===== src/rtl/mod_reduce.sv =====
// Iterative restoring shift-subtract reducer: value_in mod modulus_in, STEPS bits/clk.
// Optional MOD_REDUCE_QUOTIENT_EN adds the quotient_out port.
module mod_reduce #(
    parameter int IN_WIDTH  = 32,
    parameter int MOD_WIDTH = 16,
    parameter int STEPS     = 1
) (
    input  logic                 clk_in,
    input  logic                 rst_in,
    input  logic                 valid_in,
    input  logic [IN_WIDTH-1:0]  value_in,
    input  logic [MOD_WIDTH-1:0] modulus_in,
    output logic                 ready_out,
    output logic                 busy_out,
    output logic [MOD_WIDTH-1:0] value_out,
    output logic                 valid_out,
`ifdef MOD_REDUCE_QUOTIENT_EN
    output logic [IN_WIDTH-1:0]  quotient_out,
`endif
    output logic                 error_out
);

    localparam int N  = IN_WIDTH / STEPS;
    localparam int CW = $clog2(N + 1);

    typedef enum logic {
        IDLE,
        CALC
    } state_e;

    state_e               state_q, state_d;
    logic [IN_WIDTH-1:0]  d_q, d_d;
    logic [MOD_WIDTH-1:0] m_q, m_d;
    logic [MOD_WIDTH:0]   r_q, r_d;
    logic [CW-1:0]        c_q, c_d;
    logic [MOD_WIDTH-1:0] val_q, val_d;
    logic                 vld_q, vld_d;
    logic                 err_q, err_d;

    logic [IN_WIDTH-1:0]  d_step;
    logic [MOD_WIDTH:0]   r_step;
    logic                 take;
    logic [IN_WIDTH-1:0]  q_step;

`ifdef MOD_REDUCE_QUOTIENT_EN
    logic [IN_WIDTH-1:0]  q_q, q_d;
    logic [IN_WIDTH-1:0]  quo_q, quo_d;
`else
    logic [IN_WIDTH-1:0]  q_q;
    assign q_q = '0;
`endif

    // R stays below M, so dropping its MSB on the shift loses nothing.
    always_comb begin
        r_step = r_q;
        d_step = d_q;
        q_step = q_q;
        take   = 1'b0;
        for (int i = 0; i < STEPS; i++) begin
            r_step = {r_step[MOD_WIDTH-1:0], d_step[IN_WIDTH-1]};
            d_step = d_step << 1;
            take   = (r_step >= {1'b0, m_q});
            if (take) begin
                r_step = r_step - {1'b0, m_q};
            end
            q_step = (q_step << 1) | IN_WIDTH'(take);
        end
    end

    always_comb begin
        state_d = state_q;
        d_d     = d_q;
        m_d     = m_q;
        r_d     = r_q;
        c_d     = c_q;
        val_d   = val_q;
        vld_d   = 1'b0;
        err_d   = 1'b0;
`ifdef MOD_REDUCE_QUOTIENT_EN
        q_d     = q_q;
        quo_d   = quo_q;
`endif
        case (state_q)
            IDLE: begin
                if (valid_in) begin
                    if (modulus_in == '0) begin
                        val_d = '0;
                        vld_d = 1'b1;
                        err_d = 1'b1;
`ifdef MOD_REDUCE_QUOTIENT_EN
                        quo_d = '1;
`endif
                    end else begin
                        d_d     = value_in;
                        m_d     = modulus_in;
                        r_d     = '0;
                        c_d     = CW'(N);
                        state_d = CALC;
`ifdef MOD_REDUCE_QUOTIENT_EN
                        q_d     = '0;
`endif
                    end
                end
            end
            CALC: begin
                d_d = d_step;
                r_d = r_step;
                c_d = c_q - CW'(1);
`ifdef MOD_REDUCE_QUOTIENT_EN
                q_d = q_step;
`endif
                if (c_q == CW'(1)) begin
                    val_d   = r_step[MOD_WIDTH-1:0];
                    vld_d   = 1'b1;
                    state_d = IDLE;
`ifdef MOD_REDUCE_QUOTIENT_EN
                    quo_d   = q_step;
`endif
                end
            end
            default: state_d = IDLE;
        endcase
    end

    always_ff @(posedge clk_in or posedge rst_in) begin
        if (rst_in) begin
            state_q <= IDLE;
            d_q     <= '0;
            m_q     <= '0;
            r_q     <= '0;
            c_q     <= '0;
            val_q   <= '0;
            vld_q   <= 1'b0;
            err_q   <= 1'b0;
`ifdef MOD_REDUCE_QUOTIENT_EN
            q_q     <= '0;
            quo_q   <= '0;
`endif
        end else begin
            state_q <= state_d;
            d_q     <= d_d;
            m_q     <= m_d;
            r_q     <= r_d;
            c_q     <= c_d;
            val_q   <= val_d;
            vld_q   <= vld_d;
            err_q   <= err_d;
`ifdef MOD_REDUCE_QUOTIENT_EN
            q_q     <= q_d;
            quo_q   <= quo_d;
`endif
        end
    end

    assign ready_out = (state_q == IDLE);
    assign busy_out  = ~ready_out;
    assign value_out = val_q;
    assign valid_out = vld_q;
    assign error_out = err_q;
`ifdef MOD_REDUCE_QUOTIENT_EN
    assign quotient_out = quo_q;
`else
    logic unused_q;
    assign unused_q = ^{q_step, take};
`endif

endmodule


===== config.mk =====
export PLATFORM = sky130hd
export DESIGN_NAME = mod_reduce
export DESIGN_NICKNAME = d
export VERILOG_FILES = /design/src/rtl/mod_reduce.sv
export SDC_FILE = /design/constraint.sdc
export NUM_CORES = 1
export LEC_CHECK = 0
export ABC_AREA = 1
export BUFFER_PORTS_ARGS = -buffer_cell sky130_fd_sc_hd__buf_2
export CORE_MARGIN = 1.5
export CORE_UTILIZATION = 62
export DETAILED_ROUTE_END_ITERATION = 10
export PLACE_DENSITY = 0.81
export REMOVE_ABC_BUFFERS = 1
export SKIP_CTS_REPAIR_TIMING = 1
export SKIP_LAST_GASP = 1
export SYNTH_ARGS = -nofsm -noshare
export SYNTH_HDL_FRONTEND = slang
export SYNTH_SLANG_ARGS = --single-unit
export TNS_END_PERCENT = 50

===== constraint.sdc =====
create_clock -name clk_in -period 4.7 [get_ports clk_in]
set_input_delay 0 -clock clk_in [delete_from_list [all_inputs] [get_ports clk_in]]
set_output_delay 0 -clock clk_in [all_outputs]
set_load 0.03 [all_outputs]

# [After elaboration in Yosys (flattened, before gate mapping)]
# Cells that the tools add are included.
[totals] reg_bits=89 inputBits=51 output_inout_bits=20
[classes] n_addsub=2 magnitude_cmp=1 n_eq_ne=5 muxes=23 n_bitwise=2 n_reduce_logical=4
[ops] operator="$mux 16" count=6
[ops] operator="$mux 32" count=2
[ops] operator="$pmux 16 s2" count=2
[ops] operator="$pmux 32 s2" count=1
[ops] operator="$ge 17x16->1" count=1
[ops] operator="$logic_not 16->1" count=1
[ops] operator="$sub 16x16->16" count=1
[ops] operator="$mux 6" count=2
[ops] operator="$pmux 6 s2" count=1
[ops] operator="$mux 1" count=7
[ops] operator="$eq 6x1->1 const B" count=1
[ops] operator="$reduce_and 3->1" count=2
[ops] operator="$sub 6x1->6 const B" count=1
[ops] operator="$ne 2x1->1 const B" count=2
[ops] operator="$ne 2x2->1 const B" count=2
[ops] operator="$pmux 1 s2" count=2
[ops] operator="$not 1->1" count=2
[ops] operator="$reduce_and 2->1" count=1

# [Longest topological paths before layout]
[logic_depth] depth_word=4 depth_mapped=14 ltp_nobuf=14

# [Worst setup path after synthesis]
# Ideal clock, no wire load.
[synth_path] kind="reg-to-reg" startpoint="register d_q[31]" endpoint="register r_q[12]" setup_time_ns=0.126 arrival_ns=1.626 required_ns=4.574 path_slack_ns=2.948 stages_incl_launch_ff=14 synth_period_minus_slack_ns=1.752 path_cell_list="dfrtp_1 > inv_1 > ha_1 > fa_1 > inv_1 > nand3_1 > nand3_1 > nand3_1 > nand3_1 > nand2_1 > nand2_1 > nand2_1 > nand3_1 > o21ai_0"
[synth_between] elab_chain_len=3 elab_cells_between_ends=4
[synth_lines] element="from (decl)" line="32" rtl="logic [IN_WIDTH-1:0] d_q, d_d;"
[synth_lines] element="from (signal assigned)" line="128" rtl="d_q <= '0;"
[synth_lines] element="from (signal assigned)" line="141" rtl="d_q <= d_d;"
[synth_lines] element="$sub 16x16->16 or $ge 17x16->1 (tied branches)" line="64, 62"
[synth_lines] element="$mux 16 (*)" line="63" rtl="if (take) begin"
[synth_lines] element="$pmux 16 s2 (*)" line="83" rtl="case (state_q)"
[synth_lines] element="to (signal assigned)" line="143" rtl="r_q <= r_d;"
[synth_lines] element="to (decl)" line="34" rtl="logic [MOD_WIDTH:0] r_q, r_d;"
# Every way passes the cells marked *; elsewhere a longest branch is shown, timed or not.
# A chain may end at the register's enable or synchronous reset.

# [Final worst setup path]
[layout_path] startpoint="input modulus_in[10]" endpoint="register r_q[12]"
[layout_between] elab_chain_len=3
[layout_lines] element="from (decl)" line="12" rtl="input logic [MOD_WIDTH-1:0] modulus_in,"
[layout_lines] element="$logic_not 16->1" line="86" rtl="if (modulus_in == '0) begin"
[layout_lines] element="$ne 2x2->1 (no line)"
[layout_lines] element="$reduce_and 2->1 (no line)"
# Every way passes these cells.

==> metrics.cfg <==
[pwr]
p_leak_uw=0.003305
switchingPower_uw=2260
peakVddDrop_v=0.0004040
combPwrFrac=0.589
pwr-share-clk=0.131
pwr-share-seq=0.280
swShare=0.4873
power_uw=4638
internal-power_uw=2378
power_density_mw_per_mm2=763.1

[detailed_routing]
firstDrtPassIters=5
totalWireLength_um=12970
vias=4848
wl_per_cell_um=14.59
ant_nets=0
drt_iter0_markers=260
via_per_inst=5.453
drcViolationCount=0

[worst_setup_path]
start_kind=input port
slowest_stage=a21oi_4
r2r-end=r_q[12]$_DFFE_PP0P_
arrival_ns=2.73
path_max_fanout=35
crit_chain=dlygate4sd3_1 > buf_2 > nor2_1 > nand2_1 > nor2_1 > nand2_1 > a21oi_4 > inv_2 > o21ai_0
worstPathRequired_ns=4.97
r2r_start=busy_out$_DFF_PP0_
ff2ff_setup_slack_ns=2.40
reg2reg_depth=4
cp_num_buf_inv=3
criticalPathCategory=input port to flip-flop
critPathCaptureType=flip-flop
cpLargestDelayFamily=buffers and inverters
slowest_delay_ns=0.76

[yosys]
synth_edf_count=0
syn_inst=672
synth_area_leaders=dfrtp_1, nand2_1, nand3_1, inv_1, ha_1
post-synth-top-area-cell=dfrtp_1
yosysWarnings=0
synth_flop_cell=dfrtp_1
syn_area_mm2=0.004981
seq_area_frac_synth=0.4471
synthArstFlopShare=1.000
yosys.area.top_type_share=0.4471
synth_cell_types=36
syn_avg_cell_area_um2=7.412
ys_ff_latch=89

[timing]
fin_skew_ns=0.01483
period_minus_slack_ns=2.460
layout_worst_path_cycle_share=0.5235
rsz0062_at_grt=no
fin_setup_tns_ns=0
hold_viol_final=0
slew_violations=0
setup_viol=0
setup_ws_ns=2.240
tightest_slew_ns=0.9409
max_slew_margin=0.3718
fmax_ghz=0.4064

[layout]
nets=852
fill_cells=570
num_antenna_cells=0
syn_to_final_growth_pct=22.00
final_util=0.7824
drive_gt1_frac=0.1372

[grt]
grt_pass1_wl_um=20240
gr-total-overflow=0
antenna_found_initial=0
grt_max_degree=68
grt_usage=0.2958
first_global_vias=4517

[clocking]
cts_tree=yes
clockBufferDepth=2
clkLatencyLatePin_ns=0.36
cts_buffers=9
cts_sinks=89
htreeDepth=3
root_buffer=clkbuf_8
cts.clk_slew.worst_paths_ns=0.10

[floorplanning]
dieWidth_um=92.63
design.core.area_mm2=0.007767
initial_core_util=0.6413
fp.dieH_um=92.63
io_pins=71
dieArea_mm2=0.008580
rows=32

[status]
status=complete, no violations

[place]
dp_hpwl_um=8000
portBuffers=70
gp_congestion=0.9894
preCtsSetupSlack_ns=2.463

[worst_hold_path]
min_from=valid_in
whs_path_depth=3
min_to=error_out$_DFF_PP0_
hold_class=input port to flip-flop

[run]
maxCapViolations=0

-- cells by family after synthesis --
logic type / count (synthesis) / share of synthesized area
and+or+nand+nor: 404 / 0.3509
buffers and inverters: 103 / 0.08415
DFF: 89 / 0.4471
AOI/OAI and AO/OA: 50 / 0.05627
adders and majority gates: 19 / 0.04923
xor gates and xnor gates: 7 / 0.01231
-- per-stage QoR --
step / instance area [µm²] / cells / hold WS (ns)
2_1_floorplan: 4866 / 650 / 0.1096
3_3_place_gp: 5361 / 824 / 0.1122
3_5_place_dp: 5361 / 824 / 0.1230
4_1_cts: 5587 / 840 / -0.2686
5_1_grt: 6077 / 889 / 0.01846
6_report: 6077 / 889 / 0.008941
-- metal layers --
layer	global-route usage	vias up	share of wire
li1	-	2354	-
met1	0.3902	2266	0.43
met2	0.4828	193	0.49
met3	0.05583	35	0.053
met4	0.1162	0	0.025
met5	0	-	0
-- cells in the final DEF, fill, tap and decap left out, types with 2 or more instances in the layout --
cell,n
nand4_1,20
ha_1,18
nand2_4,2
nand2_2,5
inv_6,2
nand3_1,80
nor2_1,27
buf_4,2
inv_2,2
inv_1,78
dfrtp_1,88
dlygate4sd3_1,49
nand2_1,255
bufinv_16,2
o21ai_0,24
clkbuf_8,9
a21oi_1,9
buf_2,70
nor3_1,3
nand3_2,3
nor2_2,3
nand3b_1,3
o21ai_1,10
xnor2_1,3
xor2_1,4
-- tightest hold or removal path, delay by kind of cell --
kind          cells  cell delay [ns]
buf+inv           2             0.18
simple gates      1             0.14
-- sequential cells by signal, summed over array words and instances, names as in the netlist --
signal / flops
busy_out: 1
c_q: 6
d_q: 32
error_out: 1
m_q: 16
r_q: 16
valid_out: 1
value_out: 16
-- area by class of cell --
class | count | area (µm²) | share of cell area
well taps | 102 | 127.6 | 0.02100
repair buffers | 121 | 855.8 | 0.1408
clock inverters | 6 | 97.59 | 0.01606
flip-flops and latches | 89 | 2228 | 0.3667
clock buffers | 10 | 127.6 | 0.02100
inverters | 81 | 305.3 | 0.05024
multi-input cells | 480 | 2335 | 0.3842
-- Yosys cell counts (2+ instances only) --
master,count
a21oi_1,9
buf_1,2
buf_2,8
clkbuf_1,9
dfrtp_1,89
ha_1,18
inv_1,79
inv_2,2
nand2_1,255
nand2_2,5
nand2_4,2
nand3_1,80
nand3_2,3
nand3b_1,3
nand4_1,20
nor2_1,27
nor2_2,3
nor3_1,3
o21ai_0,24
o21ai_1,10
xnor2_1,3
xor2_1,4
-- worst max-delay path by stage --
stage	start	end	slack, ns	cells after the start
after CTS	m_q[11]$_DFFE_PP0P_	r_q[11]$_DFFE_PP0P_	2.45	12
after detailed placement	r_q[10]$_DFFE_PP0P_	r_q[11]$_DFFE_PP0P_	2.46	11
after global routing	modulus_in[13]	r_q[14]$_DFFE_PP0P_	2.11	9
after global placement	busy_out$_DFF_PP0_	d_q[31]$_DFFE_PP0P_	2.50	4
after floorplan	busy_out$_DFF_PP0_	value_out[0]$_DFFE_PP0P_	1.63	7
final	modulus_in[10]	r_q[12]$_DFFE_PP0P_	2.24	9
-- power groups by stage --
stage / Sequential [µW] / Combinational [µW] / Clock [µW]
6_report: 1300 / 2730 / 608
3_5_place_dp: 1300 / 2630 / 0
4_1_cts: 1290 / 2650 / 613
5_1_grt: 1330 / 3100 / 646
2_1_floorplan: 1420 / 1900 / 0
3_3_place_gp: 1290 / 2570 / 0
(Power assumes the default switching activity.)
